--- src/rtl/uop_sequencer_pkg.sv ---
// Shared microcode definitions: word layout, opcode/exec encodings and sequencer states.
// Included by the sequencer, its condition evaluator and every uop ROM.
package uop_sequencer_pkg;

    localparam int unsigned OPC_W  = 4;
    localparam int unsigned SRC_W  = 5;
    localparam int unsigned DST_W  = 4;
    localparam int unsigned EXEC_W = 2;
    localparam int unsigned WORD_W = 20;
    localparam int unsigned PC_W   = 6;
    localparam int unsigned SEL_W  = 2;

    localparam int unsigned OPC_LSB  = 16;
    localparam int unsigned SRCA_LSB = 11;
    localparam int unsigned SRCB_LSB = 6;
    localparam int unsigned DST_LSB  = 2;
    localparam int unsigned EXEC_LSB = 0;

    typedef enum logic [OPC_W-1:0] {
        OP_RDY = 4'd0,
        OP_MOV = 4'd1,
        OP_ADD = 4'd2,
        OP_SUB = 4'd3,
        OP_MUL = 4'd4,
        OP_INV = 4'd5
    } opcode_e;

    typedef enum logic [EXEC_W-1:0] {
        EX_ALWAYS = 2'b00,
        EX_IF_SET = 2'b01,
        EX_IF_CLR = 2'b10,
        EX_NEVER  = 2'b11
    } exec_e;

    typedef enum logic [2:0] {
        ST_IDLE   = 3'd0,
        ST_FETCH  = 3'd1,
        ST_DECODE = 3'd2,
        ST_ISSUE  = 3'd3,
        ST_WAIT   = 3'd4
    } state_e;

    typedef struct packed {
        logic [OPC_W-1:0]  opcode;
        logic [SRC_W-1:0]  src_a;
        logic [SRC_W-1:0]  src_b;
        logic [DST_W-1:0]  dst;
        logic [EXEC_W-1:0] exec;
    } uword_t;

    // Split a raw ROM word into its fields using the canonical bit positions.
    function automatic uword_t unpack_uword(input logic [WORD_W-1:0] raw);
        uword_t w;
        w.opcode = raw[OPC_LSB  +: OPC_W];
        w.src_a  = raw[SRCA_LSB +: SRC_W];
        w.src_b  = raw[SRCB_LSB +: SRC_W];
        w.dst    = raw[DST_LSB  +: DST_W];
        w.exec   = raw[EXEC_LSB +: EXEC_W];
        return w;
    endfunction

endpackage

--- src/rtl/uop_sequencer_if.sv ---
// Control, ROM and datapath signals of the microcode sequencer.
// master = surrounding system (start logic, ROM, datapath); slave = sequencer.
interface uop_sequencer_if;
    import uop_sequencer_pkg::*;

    logic              ena;
    logic [SEL_W-1:0]  prog_sel;
    logic              rdy;
    logic              err;
    logic [SEL_W-1:0]  rom_sel;
    logic [PC_W-1:0]   uop_addr;
    logic [WORD_W-1:0] uop_data;
    logic              exec_bit;
    logic              dp_ena;
    logic [OPC_W-1:0]  dp_opcode;
    logic [SRC_W-1:0]  dp_src_a;
    logic [SRC_W-1:0]  dp_src_b;
    logic [DST_W-1:0]  dp_dst;
    logic              dp_rdy;

    modport master (
        output ena, prog_sel, uop_data, exec_bit, dp_rdy,
        input  rdy, err, rom_sel, uop_addr, dp_ena, dp_opcode, dp_src_a, dp_src_b, dp_dst
    );

    modport slave (
        input  ena, prog_sel, uop_data, exec_bit, dp_rdy,
        output rdy, err, rom_sel, uop_addr, dp_ena, dp_opcode, dp_src_a, dp_src_b, dp_dst
    );

endinterface

--- src/rtl/uop_sequencer_cond_eval.sv ---
// Turns a word's exec field and the current condition bit into an execute flag.
module uop_cond_eval
    import uop_sequencer_pkg::*;
(
    input  logic [EXEC_W-1:0] i_exec,
    input  logic              i_exec_bit,
    output logic              o_execute_c
);

    always_comb begin
        o_execute_c = 1'b0;
        case (exec_e'(i_exec))
            EX_ALWAYS: o_execute_c = 1'b1;
            EX_IF_SET: o_execute_c = i_exec_bit;
            EX_IF_CLR: o_execute_c = !i_exec_bit;
            EX_NEVER:  o_execute_c = 1'b0;
            default:   o_execute_c = 1'b0;
        endcase
    end

endmodule

--- src/rtl/uop_sequencer.sv ---
// Microcode sequencer: fetches words from a synchronous ROM, skips or issues
// them to the datapath, and ends on an RDY opcode or on running past address 63.
module uop_sequencer
    import uop_sequencer_pkg::*;
(
    input  logic            clk,
    input  logic            rst,
    uop_sequencer_if.slave  io_uop
);

    state_e             r_state;
    logic [PC_W-1:0]    r_pc;
    logic               r_rdy;
    logic               r_err;
    logic [SEL_W-1:0]   r_rom_sel;
    logic               r_dp_ena;
    logic [OPC_W-1:0]   r_dp_opcode;
    logic [SRC_W-1:0]   r_dp_src_a;
    logic [SRC_W-1:0]   r_dp_src_b;
    logic [DST_W-1:0]   r_dp_dst;

    uword_t             w_word;
    logic               w_execute;
    logic               w_is_rdy;
    logic               w_pc_last;
    logic               w_advance;

    assign w_word    = unpack_uword(io_uop.uop_data);
    assign w_is_rdy  = (w_word.opcode == OPC_W'(OP_RDY));
    assign w_pc_last = (r_pc == {PC_W{1'b1}});

    uop_cond_eval u_cond_eval (
        .i_exec      (w_word.exec),
        .i_exec_bit  (io_uop.exec_bit),
        .o_execute_c (w_execute)
    );

    // A skipped word in DECODE and a completed word in WAIT both move to the next address.
    assign w_advance = ((r_state == ST_DECODE) && !w_is_rdy && !w_execute) ||
                       ((r_state == ST_WAIT) && io_uop.dp_rdy);

    always_ff @(posedge clk) begin
        if (rst) begin
            r_state     <= ST_IDLE;
            r_pc        <= '0;
            r_rdy       <= 1'b1;
            r_err       <= 1'b0;
            r_rom_sel   <= '0;
            r_dp_ena    <= 1'b0;
            r_dp_opcode <= '0;
            r_dp_src_a  <= '0;
            r_dp_src_b  <= '0;
            r_dp_dst    <= '0;
        end else begin
            r_dp_ena <= 1'b0;
            case (r_state)
                ST_IDLE: begin
                    if (io_uop.ena) begin
                        r_pc      <= '0;
                        r_rom_sel <= io_uop.prog_sel;
                        r_err     <= 1'b0;
                        r_rdy     <= 1'b0;
                        r_state   <= ST_FETCH;
                    end
                end
                ST_FETCH: begin
                    r_state <= ST_DECODE;
                end
                ST_DECODE: begin
                    // RDY terminates regardless of its exec field; skips are handled by w_advance.
                    if (w_is_rdy) begin
                        r_rdy   <= 1'b1;
                        r_state <= ST_IDLE;
                    end else if (w_execute) begin
                        r_dp_opcode <= w_word.opcode;
                        r_dp_src_a  <= w_word.src_a;
                        r_dp_src_b  <= w_word.src_b;
                        r_dp_dst    <= w_word.dst;
                        r_dp_ena    <= 1'b1;
                        r_state     <= ST_ISSUE;
                    end
                end
                ST_ISSUE: begin
                    r_state <= ST_WAIT;
                end
                ST_WAIT: begin
                end
                default: begin
                    r_state <= ST_IDLE;
                end
            endcase

            // Running off the end of the ROM stops with an error instead of wrapping.
            if (w_advance) begin
                if (w_pc_last) begin
                    r_err   <= 1'b1;
                    r_rdy   <= 1'b1;
                    r_state <= ST_IDLE;
                end else begin
                    r_pc    <= r_pc + PC_W'(1);
                    r_state <= ST_FETCH;
                end
            end
        end
    end

    assign io_uop.rdy       = r_rdy;
    assign io_uop.err       = r_err;
    assign io_uop.rom_sel   = r_rom_sel;
    assign io_uop.uop_addr  = r_pc;
    assign io_uop.dp_ena    = r_dp_ena;
    assign io_uop.dp_opcode = r_dp_opcode;
    assign io_uop.dp_src_a  = r_dp_src_a;
    assign io_uop.dp_src_b  = r_dp_src_b;
    assign io_uop.dp_dst    = r_dp_dst;

endmodule
--- src/flat_wrapper.sv ---
// flat-port wrapper written by rule: the top's interface ports become plain ports
module uop_sequencer_flat import uop_sequencer_pkg::*;
  (clk, rst, io_uop_ena, io_uop_prog_sel, io_uop_uop_data, io_uop_exec_bit, io_uop_dp_rdy, io_uop_rdy, io_uop_err, io_uop_rom_sel, io_uop_uop_addr, io_uop_dp_ena, io_uop_dp_opcode, io_uop_dp_src_a, io_uop_dp_src_b, io_uop_dp_dst);
  uop_sequencer_if io_uop_i ();
  input  logic clk;
  input  logic rst;
  input wire logic [$bits(io_uop_i.ena)-1:0] io_uop_ena;
  input wire logic [$bits(io_uop_i.prog_sel)-1:0] io_uop_prog_sel;
  input wire logic [$bits(io_uop_i.uop_data)-1:0] io_uop_uop_data;
  input wire logic [$bits(io_uop_i.exec_bit)-1:0] io_uop_exec_bit;
  input wire logic [$bits(io_uop_i.dp_rdy)-1:0] io_uop_dp_rdy;
  output wire logic [$bits(io_uop_i.rdy)-1:0] io_uop_rdy;
  output wire logic [$bits(io_uop_i.err)-1:0] io_uop_err;
  output wire logic [$bits(io_uop_i.rom_sel)-1:0] io_uop_rom_sel;
  output wire logic [$bits(io_uop_i.uop_addr)-1:0] io_uop_uop_addr;
  output wire logic [$bits(io_uop_i.dp_ena)-1:0] io_uop_dp_ena;
  output wire logic [$bits(io_uop_i.dp_opcode)-1:0] io_uop_dp_opcode;
  output wire logic [$bits(io_uop_i.dp_src_a)-1:0] io_uop_dp_src_a;
  output wire logic [$bits(io_uop_i.dp_src_b)-1:0] io_uop_dp_src_b;
  output wire logic [$bits(io_uop_i.dp_dst)-1:0] io_uop_dp_dst;
  assign io_uop_i.ena = io_uop_ena;
  assign io_uop_i.prog_sel = io_uop_prog_sel;
  assign io_uop_i.uop_data = io_uop_uop_data;
  assign io_uop_i.exec_bit = io_uop_exec_bit;
  assign io_uop_i.dp_rdy = io_uop_dp_rdy;
  assign io_uop_rdy = io_uop_i.rdy;
  assign io_uop_err = io_uop_i.err;
  assign io_uop_rom_sel = io_uop_i.rom_sel;
  assign io_uop_uop_addr = io_uop_i.uop_addr;
  assign io_uop_dp_ena = io_uop_i.dp_ena;
  assign io_uop_dp_opcode = io_uop_i.dp_opcode;
  assign io_uop_dp_src_a = io_uop_i.dp_src_a;
  assign io_uop_dp_src_b = io_uop_i.dp_src_b;
  assign io_uop_dp_dst = io_uop_i.dp_dst;
  uop_sequencer u_core (.clk(clk), .rst(rst), .io_uop(io_uop_i));
endmodule
--- config.mk ---
export PLATFORM = sky130hd
export DESIGN_NAME = uop_sequencer_flat
export DESIGN_NICKNAME = d
export VERILOG_FILES = /design/src/rtl/uop_sequencer_pkg.sv /design/src/rtl/uop_sequencer_if.sv /design/src/rtl/uop_sequencer_cond_eval.sv /design/src/rtl/uop_sequencer.sv /design/src/flat_wrapper.sv
export SDC_FILE = /design/constraint.sdc
export NUM_CORES = 1
export LEC_CHECK = 0
export ABC_AREA = 1
export BUFFER_PORTS_ARGS = -buffer_cell sky130_fd_sc_hd__buf_2
export CORE_ASPECT_RATIO = 1.4
export CORE_MARGIN = 2
export CORE_UTILIZATION = 51
export DETAILED_ROUTE_END_ITERATION = 8
export PLACE_DENSITY = 0.83
export SYNTH_ARGS = -nofsm -noshare
export SYNTH_HDL_FRONTEND = slang
export SYNTH_SLANG_ARGS = --single-unit
--- constraint.sdc ---
create_clock -name clk -period 1.8 [get_ports clk]
set_input_delay 0.18 -clock clk [delete_from_list [all_inputs] [get_ports clk]]
set_output_delay 0.18 -clock clk [all_outputs]
set_load 0.05 [all_outputs]
==> results.ini, run 1 <==
[run_status]
status = complete, no violations

[worst_setup_path]
cp_max_fo = 37
cpPeakStageDelay_ps = 360
crit_arrival_ps = 1720
critPathRequiredTime_ps = 2020
worst_setup_path_end_kind = register
cp-start-kind = register
critPathKind = reg -> reg
slowest_stage = nand4_4
path_cells = inv_1 > nand2_2 > nor2_4 > nand4_4 > o21ai_0 > a21oi_1

[timing]
slew_headroom = 0.704
fin_setup_tns_ps = 0
clock_skew_ps = 9.87
hold_violations = 0
setup_viol = 0
fmax_ghz = 0.669
rsz0062_at_grt = no
finalCriticalPeriod_ps = 1490
tightest_slew_ps = 444
worst_slack_ps = 305
slew_viol_final = 0
finalCritPeriodShare = 0.830

[clock_network]
postCtsHoldBufs = 0
post_cts_buffers = 0
htreeDepth = 2
insertion_delay_ps = 340
cts_resized = 0
cts_sinks = 32
cts_tree = yes
path_clk_slew_ps = 100
cts-root-buf = clkbuf_4
cts_buffer_depth = 2
cts_buffers = 5

[synthesis]
syn-num-nets = 215
netlist_instances = 187
ys_types = 23
synth_edf_count = 0
avgSynthCellArea_um2 = 7.55
yosys_warnings = 0
synth_async_sr_flop_share = 0
ys_seq_area_frac = 0.454
ys_seq_elements = 32
synth_top_flop_cell = dfxtp_1
synth_area_um2 = 1410

[global_route]
grt_max_degree = 38
antenna_found_initial = 0
overflow = 0
grt_pass1_wl_mm = 5.03
grt_pass1_vias = 1294
grt.total_usage = 0.201

[placed_design]
dp_slack_ps = 295
gp_congestion = 0.781
placed_area_um2 = 1710
dpl.hpwl_mm = 2.22
portBuffers = 55

[finish]
seq_area_um2 = 641
postLayoutCellArea_um2 = 1790
layout_common_cells = 55 x buf_2, 32 x dfxtp_1, 29 x inv_1, 27 x a21oi_1, 21 x nand2_1
final_common_cell = buf_2
fillers = 244
layout-drive-gt1-share = 0.306
final_nets = 272
multi_input_area_um2 = 627
area_growth_pct = 26.7
diodes = 0

[die]
coreArea_um2 = 2640
start_util = 0.534
rows = 22
die_w_um = 48.5
dieArea_um2 = 3210
ios = 56
die_h_um = 66.2

[power]
p_total_mw = 2.29
worst_ir_drop_vdd_v = 0.000733
p_leak_nw = 0.812
power.density_nw_per_um2 = 1280

[drt]
drt_iter0_drc = 18
dr_total_vias = 1370
post_drt_wl_per_cell_um = 10.3
viasPerCell = 4.88
firstDrtPassIters = 4
postRouteAntennaNets = 0
wl_mm = 2.89
drc = 0

[flow_run]
maxCapViolCount = 0

[hold_path]
hold_path_class = in -> reg

==> layer usage <==
layer / GRT usage / part of all wire / vias up / routed length [um]
li1: - / - / 720 / -
met1: 0.204 / 0.40 / 592 / 1140
met2: 0.372 / 0.49 / 50 / 1430
met5: 0 / 0 / - / 0
met3: 0.0588 / 0.089 / 8 / 257
met4: 0.107 / 0.020 / 0 / 59
==> state kept, by name, summed over array words and instances, names as in the netlist <==
| name | count |
|---|---|
| u_core.io_uop.dp_src_b | 5 |
| u_core.io_uop.dp_opcode | 4 |
| u_core.io_uop.rom_sel | 2 |
| u_core.io_uop.err | 1 |
| u_core.io_uop.dp_src_a | 5 |
| u_core.io_uop.dp_dst | 4 |
| u_core.io_uop.dp_ena | 1 |
| u_core.io_uop.rdy | 1 |
| u_core.r_state | 3 |
| u_core.io_uop.uop_addr | 6 |
==> power breakdown <==
group,internal (mW),switching (mW),total (mW)
clock network,0.291,0.242,0.533
logic,0.209,0.650,0.859
registers,0.831,0.0719,0.903
==> metrics by stage <==
| stage | instances | hold WS, ps | utilization |
|---|---|---|---|
| floorplan | 187 | 345 | - |
| global placement | 273 | 429 | 0.648 |
| detailed placement | 273 | 434 | 0.648 |
| CTS | 281 | 83.1 | 0.677 |
| global route | 281 | 82.9 | 0.677 |
| finish | 281 | 88.7 | 0.677 |
==> critical path: cells and delay by family, from the launching register on <==
family,cells,cell delay (ps)
AND/OR/NAND/NOR,3,560
AO/OA/AOI/OAI,2,380
flip-flops,1,350
buffers and inverters,1,90
==> cell families (layout without fill, tap and decap cells) <==
logic type	after synthesis	in the layout	share of synthesized area
and+or+nand+nor	61	61	0.227
AOI/OAI and AO/OA	53	53	0.190
buffers and inverters	37	95	0.102
DFF	32	32	0.454
xor gates and xnor gates	3	3	0.0186
adders and majority gates	1	1	0.00886
==> synth_stat cells (3+ instances only) <==
| cell type | n | share of area |
|---|---|---|
| a21oi_1 | 27 | 0.096 |
| buf_2 | 4 | 0.014 |
| dfxtp_1 | 32 | 0.45 |
| inv_1 | 29 | 0.077 |
| nand2_1 | 21 | 0.056 |
| nand3_1 | 12 | 0.043 |
| nand4_1 | 3 | 0.013 |
| nor2_1 | 14 | 0.037 |
| o21ai_0 | 14 | 0.050 |
| o21ai_1 | 11 | 0.039 |
==> worst paths after layout <==
| kind | slack, ps | from | to | cells past startpoint |
|---|---|---|---|---|
| min reg2reg | 450 | u_core.io_uop.dp_opcode[1] | u_core.io_uop.dp_opcode[1] | 2 |
| min | 90 | io_uop_prog_sel[0] | u_core.io_uop.rom_sel[0] | 3 |
| max | 310 | u_core.r_state[0] | u_core.io_uop.dp_src_a[4] | 6 |
| max reg2reg | 310 | u_core.r_state[0] | u_core.io_uop.dp_src_a[4] | 6 |
==> area by class of cell <==
type	instances	area share
inverter	31	0.0651
multi-input combinational	118	0.351
clock buffer	6	0.0231
clock inverter	2	0.0196
tap	36	0.0252
sequential	32	0.358
timing repair buffer	56	0.158
Power figures use the tool's default switching activity.
==> inputs of run 2 (changes only) <==
--- a/config.mk
+++ b/config.mk
@@ -9,9 +9,9 @@
 export BUFFER_PORTS_ARGS = -buffer_cell sky130_fd_sc_hd__buf_2
 export CORE_ASPECT_RATIO = 1.4
 export CORE_MARGIN = 2
-export CORE_UTILIZATION = 51
+export CORE_UTILIZATION = 47
 export DETAILED_ROUTE_END_ITERATION = 8
-export PLACE_DENSITY = 0.83
+export PLACE_DENSITY = 0.78
 export SYNTH_ARGS = -nofsm -noshare
 export SYNTH_HDL_FRONTEND = slang
 export SYNTH_SLANG_ARGS = --single-unit
==> constraint.sdc (replaced) <==
create_clock -name clk -period 1.5 [get_ports clk]
set_input_delay 0.15 -clock clk [delete_from_list [all_inputs] [get_ports clk]]
set_output_delay 0.15 -clock clk [all_outputs]
set_load 0.05 [all_outputs]
==> results.ini, run 2 (synthesis gave the netlist of run 1 again) <==
[run_status]
status = complete, no violations

[die]
rows = 23
dieArea_um2 = 3460
die_h_um = 68.8
die_w_um = 50.3
ios = 56
start_util = 0.490
coreArea_um2 = 2880

[drt]
firstDrtPassIters = 4
dr_total_vias = 1380
post_drt_wl_per_cell_um = 10.7
drc = 0
wl_mm = 3.01
drt_iter0_drc = 25
viasPerCell = 4.89
postRouteAntennaNets = 0

[worst_setup_path]
critPathRequiredTime_ps = 1710
slowest_stage = dfxtp_2
crit_arrival_ps = 1510
worst_setup_path_end_kind = register
cpPeakStageDelay_ps = 390
cp_top_family = simple AND/OR/NAND/NOR gates
cp_max_fo = 7
path_cells = ha_2 > nand3_2 > nor2_4 > inv_1 > nand2_2 > nand2_1 > a21oi_1
cp-start-kind = register
critPathKind = reg -> reg
crit_buf_inv = 1

[placed_design]
dpl.cell_count = 275
dp_slack_ps = 148
dpl.hpwl_mm = 2.24
placed_area_um2 = 1720
portBuffers = 55
gp_congestion = 0.876

[global_route]
met3_usage = 0.0603
grt.total_usage = 0.198
grt-busiest-layer = met2
grt_pass1_vias = 1271
grt_pass1_wl_mm = 5.17
met1_usage = 0.209
grt_max_degree = 38
antenna_found_initial = 0
overflow = 0
met2_usage = 0.359

[finish]
area_growth_pct = 28.3
final_nets = 273
largest_reg_flops = 6
postLayoutCellArea_um2 = 1810
diodes = 0
layout_common_cells = 55 x buf_2, 30 x dfxtp_1, 29 x inv_1, 27 x a21oi_1, 20 x nand2_1
final_common_cell = buf_2
fillers = 293
fin_cells = 282
layout-drive-gt1-share = 0.322

[timing]
hold_violations = 0
worst_slack_ps = 196
tightest_slew_ps = 328
fin_setup_tns_ps = 0
slew_headroom = 0.781
finalCritPeriodShare = 0.869
rsz0062_at_grt = no
clock_skew_ps = 2.71
fmax_ghz = 0.767
finalCriticalPeriod_ps = 1300
setup_viol = 0
slew_viol_final = 0

[clock_network]
post_cts_buffers = 0
path_clk_slew_ps = 60
cts_buffer_depth = 2
insertion_delay_ps = 280
cts_sinks = 32
cts_buffers = 5
htreeDepth = 2
cts_tree = yes
cts-root-buf = clkbuf_8

[power]
worst_ir_drop_vdd_v = 0.00107
p_seq_frac = 0.399
sw_frac_of_total = 0.426
p_comb_frac = 0.377
power.density_nw_per_um2 = 1510
switchingPower_mw = 1.16
p_leak_nw = 0.814
pwr-share-clk = 0.225
power.internal_mw = 1.57

[hold_path]
hold_path_class = in -> reg

[flow_run]
maxCapViolCount = 0

==> run 2: cell types whose count changed in the layout (fill, tap and decap cells not counted), sizes merged <==
cell    delta
buf        +1
bufinv     -1
==> run 2: layer usage <==
layer / up-vias / share of wire
met5: - / 0
met4: 0 / 0.019
met3: 6 / 0.066
met2: 43 / 0.50
met1: 612 / 0.41
li1: 719 / -
==> run 2: per-stage QoR <==
| step | hold WS [ps] | power [mW] | util |
|---|---|---|---|
| 6_report | 117 | 2.73 | 0.629 |
| 5_1_grt | 152 | 2.91 | 0.629 |
| 4_1_cts | 111 | 2.76 | 0.626 |
| 3_5_place_dp | 406 | 2.14 | 0.599 |
| 3_3_place_gp | 402 | 2.12 | 0.599 |
| 2_1_floorplan | 315 | 1.91 | - |
==> run 2: layout make-up <==
| type | count | area, um2 | share of cell area |
|---|---|---|---|
| clock buffer | 6 | 72.6 | 0.0401 |
| timing repair buffer | 57 | 290 | 0.160 |
| multi-input combinational | 118 | 637 | 0.352 |
| tap | 37 | 46.3 | 0.0256 |
| clock inverter | 1 | 5.00 | 0.00276 |
| sequential | 32 | 643 | 0.355 |
| inverter | 31 | 116 | 0.0643 |
==> run 2: worst register-to-register path, cell delays in order (launching register included) <==
cell and delay (ps):
dfxtp_2 390, ha_2 210, nand3_2 110, nor2_4 140, inv_1 110, nand2_2 100
nand2_1 60, a21oi_1 110
==> run 2: worst paths after layout <==
path | from | endpoint | slack (ps) | cells after the start
min reg2reg | u_core.io_uop.dp_opcode[3] | u_core.io_uop.dp_opcode[3] | 440 | 2
min | io_uop_prog_sel[0] | u_core.io_uop.rom_sel[0] | 120 | 3
max reg2reg | u_core.io_uop.uop_addr[0] | u_core.io_uop.uop_addr[1] | 200 | 7
max | u_core.io_uop.uop_addr[0] | u_core.io_uop.uop_addr[1] | 200 | 7
==> run 2: repair_timing <==
action	4_1_cts	5_1_grt
hold buffers	0	0
endpoints found under the setup margin	0	3
resized for setup	0	3
==> run 2: power by group through the flow <==
stage	logic (mW)	clock network, mW	registers [mW]
after global placement	1.02	0	1.10
after CTS	1.04	0.635	1.09
final	1.03	0.614	1.09
after detailed placement	1.03	0	1.11
after floorplan	0.383	0	1.52
after global routing	1.13	0.667	1.11
